--- src/rtl/count_game_pkg.sv ---
// Shared types, widths and score arithmetic for the counting-game sequencer.
package count_game_pkg;

  // Game sequencer states.
  typedef enum logic [1:0] {
    IDLE = 2'd0,
    RUN  = 2'd1,
    RING = 2'd2,
    DONE = 2'd3
  } game_state_e;

  localparam int SCORE_MAX = 99;
  localparam int SCORE_W   = 7;
  localparam int TIME_W    = 4;

  // Score after one accepted hit: one more, but never beyond SCORE_MAX.
  function automatic logic [SCORE_W-1:0] score_add_hit(input logic [SCORE_W-1:0] cur);
    logic [SCORE_W-1:0] nxt;
    if (cur >= SCORE_W'(SCORE_MAX)) begin
      nxt = SCORE_W'(SCORE_MAX);
    end else begin
      nxt = cur + SCORE_W'(1);
    end
    return nxt;
  endfunction

endpackage

--- src/rtl/count_game_ctrl_if.sv ---
// Start/over handshake between the game sequencer and the beeper.
interface count_game_ctrl_if;
  logic beep_st;    // 0 holds the beeper in reset, 1 lets it run
  logic beep_over;  // beeper reports its melody has finished

  modport master (output beep_st, input beep_over);
  modport slave  (input beep_st, output beep_over);
endinterface

--- src/rtl/key_debounce.sv ---
// Raw active-low key -> synchronised, debounced level -> one-cycle press strobe.
// The accepted level only moves after the synchronised level has disagreed
// with it for DEB_MS consecutive cycles, so a held key gives one strobe.
module key_debounce #(
  parameter int DEB_MS = 20
) (
  input  logic clk,
  input  logic rst_n,
  input  logic key_n_i,
  output logic press_o
);

  localparam int CNT_W = (DEB_MS > 1) ? $clog2(DEB_MS) : 1;

  logic             sync1_q;
  logic             sync2_q;
  logic             level_q;
  logic             level_d;
  logic [CNT_W-1:0] cnt_q;
  logic [CNT_W-1:0] cnt_d;
  logic             press_q;
  logic             press_d;

  // Two-flop synchroniser for the asynchronous key; idles at released (1).
  always_ff @(posedge clk or negedge rst_n) begin
    if (!rst_n) begin
      sync1_q <= 1'b1;
      sync2_q <= 1'b1;
    end else begin
      sync1_q <= key_n_i;
      sync2_q <= sync1_q;
    end
  end

  // Stability counter: restart on agreement, flip the level once stable long enough.
  always_comb begin
    cnt_d   = cnt_q;
    level_d = level_q;
    press_d = 1'b0;
    if (sync2_q == level_q) begin
      cnt_d = CNT_W'(0);
    end else if (cnt_q == CNT_W'(DEB_MS - 1)) begin
      cnt_d   = CNT_W'(0);
      level_d = sync2_q;
      press_d = (level_q == 1'b1);
    end else begin
      cnt_d = cnt_q + CNT_W'(1);
    end
  end

  // Debounce state and registered press strobe.
  always_ff @(posedge clk or negedge rst_n) begin
    if (!rst_n) begin
      cnt_q   <= CNT_W'(0);
      level_q <= 1'b1;
      press_q <= 1'b0;
    end else begin
      cnt_q   <= cnt_d;
      level_q <= level_d;
      press_q <= press_d;
    end
  end

  assign press_o = press_q;

endmodule

--- src/rtl/count_game_ctrl.sv ---
// Counting-game sequencer: debounced start/hit keys, a GAME_SEC countdown
// driven by a CLK_HZ tick, hit scoring with saturation, then a beeper run
// through the st/over handshake before the game is reported done.
module count_game_ctrl
  import count_game_pkg::*;
#(
  parameter int CLK_HZ   = 1000,
  parameter int GAME_SEC = 10,
  parameter int DEB_MS   = 20,
  parameter int TARGET   = 30
) (
  input  logic                clk,
  input  logic                st,
  input  logic                key_start,
  input  logic                key_hit,
  count_game_ctrl_if.master   beep_if,
  output logic [SCORE_W-1:0]  score,
  output logic [TIME_W-1:0]   time_left,
  output logic                busy,
  output logic                win
);

  localparam int              TICK_W    = (CLK_HZ > 1) ? $clog2(CLK_HZ) : 1;
  localparam logic [TICK_W-1:0] TICK_LAST = TICK_W'(CLK_HZ - 1);

  logic start_press;
  logic hit_press;

  game_state_e        state_q;
  game_state_e        state_d;
  logic [TICK_W-1:0]  tick_q;
  logic [TICK_W-1:0]  tick_d;
  logic [SCORE_W-1:0] score_q;
  logic [SCORE_W-1:0] score_d;
  logic [TIME_W-1:0]  time_q;
  logic [TIME_W-1:0]  time_d;
  logic               win_q;
  logic               win_d;
  logic               busy_q;
  logic               busy_d;
  logic               beep_st_q;
  logic               beep_st_d;
  logic               tick_fire;

  key_debounce #(.DEB_MS(DEB_MS)) u_deb_start (
    .clk     (clk),
    .rst_n   (st),
    .key_n_i (key_start),
    .press_o (start_press)
  );

  key_debounce #(.DEB_MS(DEB_MS)) u_deb_hit (
    .clk     (clk),
    .rst_n   (st),
    .key_n_i (key_hit),
    .press_o (hit_press)
  );

  // Next-state logic: game flow, second tick, countdown, scoring and win latch.
  always_comb begin
    state_d   = state_q;
    tick_d    = tick_q;
    score_d   = score_q;
    time_d    = time_q;
    win_d     = win_q;
    tick_fire = (tick_q == TICK_LAST);
    case (state_q)
      IDLE, DONE: begin
        // A start press begins a fresh game from either resting state.
        if (start_press) begin
          state_d = RUN;
          score_d = SCORE_W'(0);
          time_d  = TIME_W'(GAME_SEC);
          tick_d  = TICK_W'(0);
          win_d   = 1'b0;
        end else begin
          state_d = state_q;
        end
      end
      RUN: begin
        // A hit on the final tick still counts before the win is judged.
        if (hit_press) begin
          score_d = score_add_hit(score_q);
        end else begin
          score_d = score_q;
        end
        if (tick_fire) begin
          tick_d = TICK_W'(0);
          if (time_q <= TIME_W'(1)) begin
            state_d = RING;
            time_d  = TIME_W'(0);
            win_d   = (score_d >= SCORE_W'(TARGET));
          end else begin
            time_d = time_q - TIME_W'(1);
          end
        end else begin
          tick_d = tick_q + TICK_W'(1);
        end
      end
      RING: begin
        if (beep_if.beep_over) begin
          state_d = DONE;
        end else begin
          state_d = RING;
        end
      end
      default: begin
        state_d = IDLE;
      end
    endcase
    busy_d    = (state_d == RUN) || (state_d == RING);
    // Beeper released one cycle after RING entry and dropped as RING is left.
    beep_st_d = (state_d == RING) && (state_q == RING);
  end

  // State and output registers; st low aborts everything immediately.
  always_ff @(posedge clk or negedge st) begin
    if (!st) begin
      state_q   <= IDLE;
      tick_q    <= TICK_W'(0);
      score_q   <= SCORE_W'(0);
      time_q    <= TIME_W'(GAME_SEC);
      win_q     <= 1'b0;
      busy_q    <= 1'b0;
      beep_st_q <= 1'b0;
    end else begin
      state_q   <= state_d;
      tick_q    <= tick_d;
      score_q   <= score_d;
      time_q    <= time_d;
      win_q     <= win_d;
      busy_q    <= busy_d;
      beep_st_q <= beep_st_d;
    end
  end

  assign beep_if.beep_st = beep_st_q;
  assign score           = score_q;
  assign time_left       = time_q;
  assign busy            = busy_q;
  assign win             = win_q;

endmodule

--- src/flat_wrapper.sv ---
// flat-port wrapper written by rule: the top's interface ports become plain ports
module count_game_ctrl_flat import count_game_pkg::*;
#(
  parameter int CLK_HZ   = 1000,
  parameter int GAME_SEC = 10,
  parameter int DEB_MS   = 20,
  parameter int TARGET   = 30
)
  (clk, st, key_start, key_hit, score, time_left, busy, win, beep_if_beep_st, beep_if_beep_over);
  count_game_ctrl_if beep_if_i ();
  input  logic clk;
  input  logic st;
  input  logic key_start;
  input  logic key_hit;
  output logic [SCORE_W-1:0] score;
  output logic [TIME_W-1:0] time_left;
  output logic busy;
  output logic win;
  output wire logic [$bits(beep_if_i.beep_st)-1:0] beep_if_beep_st;
  input wire logic [$bits(beep_if_i.beep_over)-1:0] beep_if_beep_over;
  assign beep_if_beep_st = beep_if_i.beep_st;
  assign beep_if_i.beep_over = beep_if_beep_over;
  count_game_ctrl #(.CLK_HZ(CLK_HZ), .GAME_SEC(GAME_SEC), .DEB_MS(DEB_MS), .TARGET(TARGET)) u_core (.clk(clk), .st(st), .key_start(key_start), .key_hit(key_hit), .beep_if(beep_if_i), .score(score), .time_left(time_left), .busy(busy), .win(win));
endmodule
--- config.mk ---
export PLATFORM = sky130hd
export DESIGN_NAME = count_game_ctrl_flat
export DESIGN_NICKNAME = d
export VERILOG_FILES = /design/src/rtl/count_game_pkg.sv /design/src/rtl/count_game_ctrl_if.sv /design/src/rtl/key_debounce.sv /design/src/rtl/count_game_ctrl.sv /design/src/flat_wrapper.sv
export SDC_FILE = /design/constraint.sdc
export NUM_CORES = 1
export LEC_CHECK = 0
export CAP_MARGIN = 15
export CORE_ASPECT_RATIO = 0.7
export CORE_MARGIN = 4
export CORE_UTILIZATION = 49
export DETAILED_ROUTE_END_ITERATION = 8
export DONT_BUFFER_PORTS = 1
export PLACE_DENSITY = 0.66
export REMOVE_ABC_BUFFERS = 1
export SLEW_MARGIN = 20
export SYNTH_ARGS = -nofsm -noshare
export SYNTH_HDL_FRONTEND = slang
export SYNTH_SLANG_ARGS = --single-unit
--- constraint.sdc ---
create_clock -name clk -period 2.05 [get_ports clk]
set_input_delay 0.41 -clock clk [delete_from_list [all_inputs] [get_ports clk]]
set_output_delay 0.41 -clock clk [all_outputs]
set_load 0.03 [all_outputs]
== Word level (Yosys, flattened, before mapping) ==
Cells that the tools add are included.
Word-level totals
  latch bits: 0
  input port bits: 5
  logic and storage cells: 79
  memories: 0
  memory bits (read-only): 0
  bits in registers: 44
  output and inout bits: 14
  RAM bits: 0
Operators by class
  shift operators: 0
  equality and inequality tests: 13
  reduce and logical (&&, ||, !) cells: 10
  bitwise gates (word level): 2
  multiplexer cells: 29
  multiply operators: 0
  divide/modulo/power cells: 0
  add/sub/neg operators: 5
  order comparisons: 3
Operator list (count)
  two-way mux 7 bit: 4
  two-way mux 10 bit: 2
  two-way mux 5 bit: 4
  one-hot mux 10 bit (2 select lines): 1
  one-hot mux 7 bit (2 select lines): 1
  two-way mux 4 bit: 3
  adder 10 x 1 -> 10 bit, second input constant: 1
  adder 5 x 1 -> 5 bit, second input constant: 2
  equality test 10 bit, second input constant: 1
  equality test 5 bit, second input constant: 2
  two-way mux 1 bit: 8
  one-hot mux 4 bit (2 select lines): 1
  adder 7 x 1 -> 7 bit, second input constant: 1
  >= comparator 7 x 5 -> 1 bit, second input constant: 1
  >= comparator 7 bit, second input constant: 1
  equality test 2 bit, second input constant: 3
  two-way mux 2 bit: 3
  one-hot mux 2 bit (3 select lines): 1
  AND reduction 2 bit: 3
  equality test 2 x 1 -> 1 bit, second input constant: 2
  less-or-equal comparator 4 x 1 -> 1 bit, second input constant: 1
  inequality test 2 x 1 -> 1 bit, second input constant: 2
  AND reduction 4 bit: 1
  subtractor 4 x 1 -> 4 bit, second input constant: 1
  other kinds (10): 12

== Logic depth before layout (Yosys ltp) ==
  depth after elaboration: 8
  gate-level depth with buffers: 9
  mapped depth without buffers: 9

== By module ==
From an unflattened synthesis, not the netlist that was laid out.
Second synthesis, totals
  cell total of the unflattened synthesis: 232
  area total of the unflattened synthesis: 2352.3 um^2
By module, submodules not included
  count_game_ctrl: area each 1571.5 um^2, times used 1, sequential area each 653.1 um^2, cells an instance 174
  key_debounce: area each 390.4 um^2, times used 2, sequential area each 229.0 um^2, cells an instance 29

== Worst setup path before layout ==
OpenSTA, ideal clock, no wires.
  path kind: flip-flop to flip-flop
  start point: register u_core.time_q[1] (netlist: u_core.time_left[1])
  end point: register u_core.beep_st_q (netlist: u_core.beep_if.beep_st)
  data required time: 1931 ps
  data arrival time: 1820 ps
  period minus slack after synthesis: 1939 ps
  setup slack: 111 ps
  library setup time: 119 ps
  buffers on the path: 0
  stages on the path, launching flop included: 9
  cells stage by stage: dfstp_2 inv_1 ha_1 nor2_1 or3_1 nor2_1 o311a_1 ha_1 and2_1
Between the ends
  longest elaborated chain between the ends: 6
Ends and longest elaborated chain
  from (decl): RTL line count_game_ctrl.sv:35  | logic [TIME_W-1:0] time_q;
  from (signal assigned): RTL line count_game_ctrl.sv:122  | time_q <= TIME_W'(GAME_SEC);
  from (signal assigned): RTL line count_game_ctrl.sv:130  | time_q <= time_d;
  less-or-equal comparator 4 x 1 -> 1 bit: RTL line count_game_ctrl.sv:89  | if (time_q <= TIME_W'(1)) begin
  two-way mux 2 bit: RTL line count_game_ctrl.sv:89
  two-way mux 2 bit: RTL line count_game_ctrl.sv:87  | if (tick_fire) begin
  one-hot mux 2 bit (3 select lines): RTL line count_game_ctrl.sv:67  | case (state_q)
  net u_core.state_d[1]: RTL line count_game_ctrl.sv:30  | game_state_e state_d;
  equality test 2 bit: RTL line count_game_ctrl.sv:113  | beep_st_d = (state_d == RING) && (state_q == RING);
  logical AND 1 bit: RTL line count_game_ctrl.sv:113
  net u_core.beep_st_d: RTL line count_game_ctrl.sv:42  | logic beep_st_d;
  to (signal assigned): RTL line count_game_ctrl.sv:133  | beep_st_q <= beep_st_d;
  to (decl): RTL line count_game_ctrl.sv:41  | logic beep_st_q;
The timed path passes the listed nets, and every way through them passes these cells.
A chain may end at the register's enable or synchronous reset.

== Worst setup path after layout ==
Same ends and word-level chain as after synthesis.

==> summary by stage <==
Drt
In the final routed layout, each cell accounts on average for 15.3 um. Before antenna repair, the detailed router went through 4 iterations. After detailed routing, the total wire length is 4.50 mm. The DRC violation total after the first TritonRoute iteration is 97. The residual antenna-violating net count after detailed routing is 0. The count of vias placed by the detailed router is 1671. The total DRC errors in the routed layout is 0. The routed via count divided by cell count is 5.66.

STA
Setup violations remaining at the end of the flow were counted as 0. Setup repair after global routing left no endpoint under its margin. The count of endpoints failing hold in the final timing report is 0. For the final routed database, the setup TNS stands at 0 ns.

For the final database, setup skew stands at 0.00689 ns. The max-slew violation count is 0. For the pin with the worst max-slew slack, the measured transition is 0.400 ns.

The worst slew margin relative to its limit is 72.8%. The final critical-path share of the clock period is 95.3%. Derived from the worst setup path, the maximum achievable clock frequency is 0.512 GHz. The hold slack is 0.0967 ns. The routed design could run at a clock period as short as 1.95 ns.

Critical path
The most critical setup path has its startpoint at u_core.time_left[1]. STA classifies the critical path startpoint as a flop. The slowest stage of the critical path is the sky130_fd_sc_hd__dfstp_2 cell.

The delay contributed by the slowest stage of the critical path is 0.54 ns. The gate family responsible for the most delay along the worst path is simple AND/OR/NAND/NOR gates. STA classifies the critical path endpoint as a flop. The worst register-to-register path begins at u_core.time_left[1].

The data required time of the worst path is 2.24 ns. Traced cell by cell, the critical path runs through inv_1 -> ha_1 -> nor2_1 -> or3_4 -> nor2_1 -> o311a_1 -> ha_1 -> and2_1. The data arrival time of the critical path is 2.15 ns. The largest driver fanout on the critical path is 4.

The critical path in this run is classified as flop to flop. The number of buffers and inverters on the critical path is 1.

Power and ir drop
The design draws 1620 uW. The switching component of the power is 351 uW. Combinational logic is responsible for 2.8% of the overall power.

Summed over all cells, the static leakage comes to 0.00119 uW. The switching power share of the total is 21.7%. The internal portion of total power is 1270 uW. Sequential cells burn 55.2% of the power. The power share of the clock group is 42.0%.

The maximum vdd drop is 0.516 mV. The power density over cell area is 623 nW/um^2.

Clock network
The number of sinks driven by the clock tree is 44. Clock-pin slew was measured on the worst setup and hold paths at 0.09 ns. TritonCTS built the clock tree. The count of H-tree levels built during CTS is 2. The buffer depth of the longest clock path is 2. The cell sitting at the root of the clock tree is a sky130_fd_sc_hd__clkbuf_8. The clock reaches the later pin of the worst-skew pair after 0.30 ns. The CTS buffer count is 5.

GRT
The number of antenna violations at the first check in global routing is 0. Entering global routing, the biggest net connects 45 pins. The first-pass GRT wire length is 7.67 mm.

For this run the aggregate overflow at the end of global routing stands at 0. The via count of the first global-routing pass is 1686. Across every metal layer, demand over resource in global routing totals 17.3%.

Cells and area
The post-layout utilization of the core is 59.7%. The number of antenna diodes in the final layout is 0. In the layout the commonest cells are 36 x sky130_fd_sc_hd__dfrtp_1, 24 x sky130_fd_sc_hd__nor2_1, 20 x sky130_fd_sc_hd__buf_4, 19 x sky130_fd_sc_hd__nand2_1, 12 x sky130_fd_sc_hd__o21ai_0.

The final-stage net count is 253. The library cell used most frequently in the layout, excluding fill and tap cells, is sky130_fd_sc_hd__dfrtp_1. Compared with the post-synthesis result, the final layout area differs by 16.7%. In the final layout, the share of cells above drive strength 1 is 21.7%.

Place
The half-perimeter wire length after placement is 3.19 mm. The final weighted congestion in routability-driven placement is 0.808. Input and output buffers added on the ports amount to 0.

Synthesis
Summing the sequential cell areas from Yosys gives 49.8% of the chip area. The average instance area after synthesis is 10.3 sq um. After synthesis the cells add up to 2230 sq um. The register bit count reported by yosys is 44.

Among all flip-flop cells after synthesis, the most frequent one is sky130_fd_sc_hd__dfrtp_1. The netlist uses 47 different library cells. The synthesized design contains 0 enable-type register cells. After synthesis, the share of flip-flops with an asynchronous set or reset is 100%.

The Yosys warning count is 0. The post-synthesis instance total is 217.

Floorplan
Once the floorplan was initialized, standard cells occupied 51.2% of the core. After floorplanning, the core was divided into 20 placement rows. The horizontal die dimension is 88.6 um.

The core footprint is 4350 sq um. The die outline area is 5710 sq um. In this run the count of I/O pins placed on the die edge is 19. Measured along the y axis, the die boundary spans 64.4 um.

Status
The flow ran to the end, and the final reports show no timing, DRC or antenna violations.

Min path
The class of the tightest hold or removal check is input port to flop. The startpoint of the tightest hold check path is key_start.

Run
The count of max-cap constraint violations is 0.
## cell families after synthesis
kind of cell / synth area share [%]
buffers and inverters: 3.09
AND/OR/NAND/NOR: 20.5
flip-flops: 49.8
adder cells (fa/ha/maj): 5.05
AO/OA/AOI/OAI: 13.2
XOR/XNOR: 5.89
multiplexers: 2.47
## layout make-up
class / instances / area [sq um]
clock buffer: 5 / 68.8
clock inverter: 3 / 46.3
fill: 353 / 1750
inverter: 7 / 26.3
multi-input combinational: 159 / 1090
sequential: 44 / 1110
tap: 55 / 68.8
timing repair buffer: 22 / 188
## sequential cells by signal (all words and copies together), names as in the netlist
signal,cells
u_core.u_deb_hit.cnt_q,5
u_core.busy,1
u_core.score,7
u_core.time_left,4
u_core.u_deb_start.sync1_q,1
u_core.u_deb_start.sync2_q,1
u_core.u_deb_start.cnt_q,5
u_core.tick_q,10
u_core.u_deb_hit.level_q,1
u_core.u_deb_hit.press_o,1
u_core.state_q,2
u_core.u_deb_hit.sync1_q,1
u_core.u_deb_hit.sync2_q,1
u_core.win,1
u_core.beep_if.beep_st,1
u_core.u_deb_start.level_q,1
u_core.u_deb_start.press_o,1
## worst paths after layout
check / slack, ns / depth (start not counted) / to
worst max-delay path: 0.1 / 8 / u_core.beep_if.beep_st
worst min-delay path: 0.1 / 0 / u_core.u_deb_start.sync1_q
worst max register to register: 0.1 / 8 / u_core.beep_if.beep_st
worst min register to register: 0.36 / 0 / u_core.u_deb_start.sync2_q
max in group asynchronous: 1.16 / 2 / u_core.u_deb_hit.level_q
min in group asynchronous: 0.61 / 2 / u_core.score[5]
## power by group through the flow
stage / Clock, uW / Combinational (uW) / Sequential [uW]
finish: 681 / 45.1 / 895
global route: 741 / 52.3 / 897
CTS: 703 / 47.6 / 895
detailed placement: 0 / 22.0 / 911
global placement: 0 / 19.7 / 910
floorplan: 0 / 17.5 / 909
## repair_timing
action	in CTS	in global routing
setup buffers	0	2
endpoints found under the setup margin	0	13
hold endpoints to repair	44	0
hold buffers	2	0
gates resized for setup	0	9
## through the flow
step / area, sq um / worst slack, ns / instances
2_1_floorplan: 2190 / 0.0847 / 210
3_3_place_gp: 2390 / 0.0861 / 283
3_5_place_dp: 2390 / 0.0391 / 283
4_1_cts: 2540 / 0.00905 / 293
5_1_grt: 2600 / 0.00508 / 295
6_report: 2600 / 0.0966 / 295
## synthesized netlist by cell type (6+ instances only)
library cell | n | area (sq um)
sky130_fd_sc_hd__nand4_1 | 6 | 37.5
sky130_fd_sc_hd__nand2_1 | 19 | 71.3
sky130_fd_sc_hd__nor2_1 | 24 | 90.1
sky130_fd_sc_hd__dfrtp_1 | 36 | 901
sky130_fd_sc_hd__xnor2_1 | 7 | 61.3
sky130_fd_sc_hd__o21ai_0 | 13 | 65.1
sky130_fd_sc_hd__inv_1 | 7 | 26.3
sky130_fd_sc_hd__and2_1 | 7 | 43.8
sky130_fd_sc_hd__xor2_1 | 8 | 70.1
sky130_fd_sc_hd__ha_1 | 9 | 113
sky130_fd_sc_hd__dfstp_2 | 8 | 210
sky130_fd_sc_hd__nand3_1 | 11 | 55.1
## layer usage
metal	GRT usage [%]	vias up	wire length [um]
met1	21.7	811	2050
li1	-	810	-
met3	4.96	8	245
met4	6.60	0	71
met2	28.3	42	2130
met5	0	-	0
Power figures use the tool's default switching activity.
